--- config.mk ---
export PLATFORM = sky130hd
export DESIGN_NAME = fetch_queue
export DESIGN_NICKNAME = d
export VERILOG_FILES = /design/src/rtl/fetch_queue.sv
export SDC_FILE = /design/constraint.sdc
export NUM_CORES = 1
export LEC_CHECK = 0
export ABC_CLOCK_PERIOD_IN_PS = 6900
export CAP_MARGIN = 20
export CORE_ASPECT_RATIO = 0.8
export CORE_UTILIZATION = 50
export CTS_BUF_LIST = sky130_fd_sc_hd__clkbuf_4 sky130_fd_sc_hd__clkbuf_8
export CTS_CLUSTER_SIZE = 16
export DETAILED_ROUTE_END_ITERATION = 6
export MAX_ROUTING_LAYER = met4
export PLACE_DENSITY = 0.71
export REMOVE_ABC_BUFFERS = 1
export SYNTH_ARGS = -nofsm -noshare
export SYNTH_HDL_FRONTEND = slang
export SYNTH_SLANG_ARGS = --single-unit
export TNS_END_PERCENT = 100
--- constraint.sdc ---
create_clock -name clk -period 6.9 [get_ports clk]
set_input_delay 1.035 -clock clk [delete_from_list [all_inputs] [get_ports clk]]
set_output_delay 1.035 -clock clk [all_outputs]
set_load 0.01 [all_outputs]
--- src/rtl/fetch_queue.sv ---
// fetch_queue: decoupling instruction buffer between the 2-wide fetch ROM
// and decode. A circular buffer of DEPTH {address, instruction} entries.
//
// Ports:
//   clk, rst            clock and synchronous active-high reset
//   flush               discard every entry (mispredict / redirect)
//   enq_valid[1:0]      per-slot valid from fetch, bit0 is the older slot
//   enq_addr_0/1        slot addresses
//   enq_inst_0/1        slot instructions
//   enq_ready           room for two entries; fetch holds its PC when low
//   deq_ready           decode consumes every presented valid entry
//   deq_valid[1:0]      bit0 = head valid, bit1 = head+1 valid
//   deq_addr_0/1        head / head+1 addresses (zero when not valid)
//   deq_inst_0/1        head / head+1 instructions (zero when not valid)
//   count               number of occupied entries
module fetch_queue #(
  parameter int ADDR_WIDTH = 32,
  parameter int DATA_WIDTH = 32,
  parameter int DEPTH      = 8
) (
  input  logic                    clk,
  input  logic                    rst,
  input  logic                    flush,
  input  logic [1:0]              enq_valid,
  input  logic [ADDR_WIDTH-1:0]   enq_addr_0,
  input  logic [ADDR_WIDTH-1:0]   enq_addr_1,
  input  logic [DATA_WIDTH-1:0]   enq_inst_0,
  input  logic [DATA_WIDTH-1:0]   enq_inst_1,
  output logic                    enq_ready,
  input  logic                    deq_ready,
  output logic [1:0]              deq_valid,
  output logic [ADDR_WIDTH-1:0]   deq_addr_0,
  output logic [ADDR_WIDTH-1:0]   deq_addr_1,
  output logic [DATA_WIDTH-1:0]   deq_inst_0,
  output logic [DATA_WIDTH-1:0]   deq_inst_1,
  output logic [$clog2(DEPTH):0]  count
);

  localparam int PTR_W = $clog2(DEPTH);
  localparam int CNT_W = PTR_W + 1;

  logic [ADDR_WIDTH-1:0] addr_mem [DEPTH];
  logic [DATA_WIDTH-1:0] inst_mem [DEPTH];

  logic [PTR_W-1:0] head;
  logic [PTR_W-1:0] tail;
  logic [PTR_W-1:0] head_p1;
  logic [PTR_W-1:0] tail_p1;
  logic             enq_fire;
  logic [1:0]       n_enq;
  logic [1:0]       n_deq;

  // Ready looks only at the registered count; a same-cycle dequeue is not
  // credited, so fetch always sees a conservative answer.
  assign enq_ready = (count <= CNT_W'(DEPTH - 2));
  assign deq_valid = {(count >= CNT_W'(2)), (count != '0)};

  // DEPTH is a power of two, so the pointers wrap for free.
  assign head_p1 = head + PTR_W'(1);
  assign tail_p1 = tail + PTR_W'(1);

  assign enq_fire = enq_ready & (|enq_valid);
  assign n_enq    = enq_fire  ? (2'(enq_valid[0]) + 2'(enq_valid[1])) : 2'd0;
  assign n_deq    = deq_ready ? (2'(deq_valid[0]) + 2'(deq_valid[1])) : 2'd0;

  // Data is masked to zero for slots that are not valid.
  assign deq_addr_0 = deq_valid[0] ? addr_mem[head]    : '0;
  assign deq_inst_0 = deq_valid[0] ? inst_mem[head]    : '0;
  assign deq_addr_1 = deq_valid[1] ? addr_mem[head_p1] : '0;
  assign deq_inst_1 = deq_valid[1] ? inst_mem[head_p1] : '0;

  // Storage writes: valid slots are compacted, so a lone slot 1 (after a
  // predicted-taken slot 0) lands at tail just like a lone slot 0 would.
  always_ff @(posedge clk) begin
    if (!rst && !flush && enq_fire) begin
      case (enq_valid)
        2'b01: begin
          addr_mem[tail] <= enq_addr_0;
          inst_mem[tail] <= enq_inst_0;
        end
        2'b10: begin
          addr_mem[tail] <= enq_addr_1;
          inst_mem[tail] <= enq_inst_1;
        end
        2'b11: begin
          addr_mem[tail]    <= enq_addr_0;
          inst_mem[tail]    <= enq_inst_0;
          addr_mem[tail_p1] <= enq_addr_1;
          inst_mem[tail_p1] <= enq_inst_1;
        end
        default: ;
      endcase
    end
  end

  // Pointer and occupancy state. Reset wins over flush, and flush discards
  // any enqueue or dequeue happening in the same cycle.
  always_ff @(posedge clk) begin
    if (rst) begin
      head  <= '0;
      tail  <= '0;
      count <= '0;
    end else if (flush) begin
      head  <= '0;
      tail  <= '0;
      count <= '0;
    end else begin
      head  <= head + PTR_W'(n_deq);
      tail  <= tail + PTR_W'(n_enq);
      count <= count + CNT_W'(n_enq) - CNT_W'(n_deq);
    end
  end

endmodule

==> flow_metrics.py <==
metrics = {
    "synthesis": {
        "ys.flop_type": "edfxtp_1",
        "syn-instance-count": 1867,
        "synth_most_common_cell": "edfxtp_1",
        "synthArstFlopShare": 0,
        "yosys_warnings": 0,
        "synthTopCellsByCount": "512 x edfxtp_1, 437 x mux2_2, 256 x mux4_2, 133 x nand2_1, 77 x nor2_1",
        "syn-cell-area_sq_mm": 0.0307,
        "synth_top_cell_by_area": "edfxtp_1",
        "synth_edf_count": 512,
        "synth_top_area_share": 0.501,
        "synth_seq_cells": 522,
        "ys_seq_area_frac": 0.508,
        "avgSynthCellArea_sq_um": 16.4,
        "synth_area_leaders": "edfxtp_1 50%, mux4_2 19%, mux2_2 16%",
        "synthDistinctLibCells": 42,
    },
    "clock_network": {
        "clk_pin_slew_worst_paths_ns": 0.06,
        "cts_htree_levels": 3,
        "cts_tree": "built",
        "ctsHoldBuffers": 0,
        "max-clock-path-buffers": 3,
        "clk_latency_ns": 0.68,
        "numCtsBuffers": 87,
        "root_buffer": "clkbuf_8",
        "cts_setup_buffers": 0,
        "cts.sink_count": 522,
        "cts_resized": 0,
    },
    "power": {
        "irDropWorstVdd_v": 0.000161,
        "p_leak_nw": 11.1,
        "p_per_area_mw_per_mm2": 276,
    },
    "job": {
        "drv_cap": 0,
    },
    "min_path": {
        "hold_path.class": "reg -> reg",
    },
    "detailed_routing": {
        "route.vias.total": 18861,
        "wirelength_mm": 85.5,
        "drtPass1Iterations": 5,
        "drc": 0,
        "route.antenna.remaining_nets": 0,
        "via_per_inst": 6.25,
        "wl_per_cell_um": 28.3,
        "drtIter0Drc": 1657,
    },
    "timing": {
        "rsz0062_at_grt": "no",
        "maxSlewHeadroom": 0.252,
        "finalMaxSlewViolations": 0,
        "whs_ns": 0.655,
        "worst_pin_slew_ns": 1.12,
        "fin_crit_ns": 5.16,
        "finClkSkew_ns": 0.0309,
        "fin_crit_sh": 0.748,
        "hold_viol": 0,
        "timing.setup.tns_ns": 0,
        "max_freq_mhz": 194,
        "setup_viol": 0,
    },
    "setup_path": {
        "r2r_slack_ns": 2.56,
        "crit_type": "reg -> out",
        "required_ns": 5.86,
        "crit_fanout": 44,
        "end_kind": "output port",
        "critPathLaunchType": "register",
        "cp.arrival_ns": 4.13,
    },
    "placement": {
        "dp_hpwl_mm": 49.3,
        "io_buffers": 268,
        "dp_cells": 2854,
        "routabilityCongestion": 0.839,
    },
    "final_layout": {
        "area_growth_syn_to_layout_pct": 16.7,
        "layout-drive-gt1-share": 0.425,
        "num-nets-final": 2277,
        "final_cells": 3017,
        "final_util": 0.595,
        "fillCellCount": 4554,
    },
    "global_route": {
        "grt_max_degree": 101,
        "grt_usage": 0.286,
        "antenna_found_initial": 11,
        "grt_pass1_wl_mm": 128,
        "grt_pass1_vias": 20116,
        "grt.overflow.total": 0,
    },
    "die": {
        "top_level_ports": 269,
        "core.rowCount": 80,
        "die_y_um": 223,
        "core-area_sq_mm": 0.0602,
        "die_w_um": 279,
        "initial_core_util": 0.510,
        "dieArea_sq_mm": 0.0623,
    },
    "status": {
        "outcome": "finished, final reports clean",
    },
}
==> registers in the layout (all words and copies together), names as in the netlist <==
register	count
addr_mem	256
inst_mem	256
count	4
tail	3
head	3
==> where the power goes <==
| group | internal, mW | leakage, nW | total (mW) | switching (mW) |
|---|---|---|---|---|
| Sequential | 3.56 | 4.70 | 3.63 | 0.0713 |
| Clock | 1.37 | 0.854 | 2.63 | 1.26 |
| Combinational | 1.82 | 5.52 | 3.63 | 1.82 |
==> routing by layer <==
metal | global-route usage | vias to the layer above | share of wire
li1 | - | 8101 | -
met1 | 0.362 | 9893 | 0.41
met2 | 0.471 | 729 | 0.50
met3 | 0.0553 | 138 | 0.069
met4 | 0.0799 | 0 | 0.021
met5 | - | - | 0
==> final cells by class <==
type                            instances  area, sq um  share of cell area
Clock inverter                         30          134             0.00374
Antenna cell                           11         27.5            0.000769
Timing Repair Buffer                  312         3170              0.0886
Inverter                               13         48.8             0.00136
Tap cell                              820         1030              0.0287
Sequential cell                       522        15600               0.436
Multi-Input combinational cell       1188        14300               0.400
Clock buffer                          121         1480              0.0413
==> path summary, 6_finish.rpt <==
| kind | startpoint | endpoint | cells past startpoint |
|---|---|---|---|
| setup / recovery | head[0] | deq_addr_1[2] | 6 |
| hold / removal | tail[2] | tail[2] | 2 |
| setup reg to reg | count[2] | count[2] | 15 |
| hold reg to reg | tail[2] | tail[2] | 2 |
==> layout by cell type (no fill, tap or decap), drive strengths merged <==
master	netlist	final
nand2	133	133
nor3	6	6
xor2	3	3
buf	97	44
mux2	512	512
nor3b	1	1
and3	1	1
a32oi	4	4
ha	16	16
nand3	6	6
mux2i	64	64
and2	9	9
clkinvlp	0	3
mux4	256	256
a31oi	5	5
nor2b	3	3
nor4b	2	2
diode	0	11
xnor2	6	6
clkbuf	47	121
o21ai	1	1
clkinv	0	27
clkdlybuf4s50	0	268
inv	13	13
and4bb	1	1
nor2	78	78
or2	1	1
a21o	2	2
a21oi	73	73
and2b	1	1
a211o	1	1
fa	3	3
dfxtp	10	10
edfxtp	512	512
==> kinds of logic (layout without fill, tap and decap cells) <==
group,after synthesis,count (layout),share of synthesized area
AOI/OAI and AO/OA,86,86,0.0160
adders and majority gates,19,19,0.00849
DFF,522,522,0.508
muxes,832,832,0.401
xor gates and xnor gates,9,9,0.00282
other,0,11,0
and+or+nand+nor,242,242,0.0341
buffers and inverters,157,476,0.0299
==> critical path, stage by stage, from the launching register on <==
cell             delay (ns)
dfxtp_4                0.74
buf_4                  0.69
buf_4                  0.58
mux4_2                 0.59
nand2_1                0.08
a21oi_1                0.11
clkdlybuf4s50_1        0.55
==> through the flow <==
| step | power [mW] | instance area (sq um) | worst slack (ns) |
|---|---|---|---|
| after floorplan | 6.11 | 29800 | -6.32 |
| after global placement | 7.30 | 34100 | 2.33 |
| after detailed placement | 7.34 | 34100 | 2.32 |
| after CTS | 9.97 | 35700 | 1.61 |
| after global routing | 10.3 | 35800 | 1.46 |
| final | 9.89 | 35800 | 1.74 |
Power figures use the tool's default switching activity.
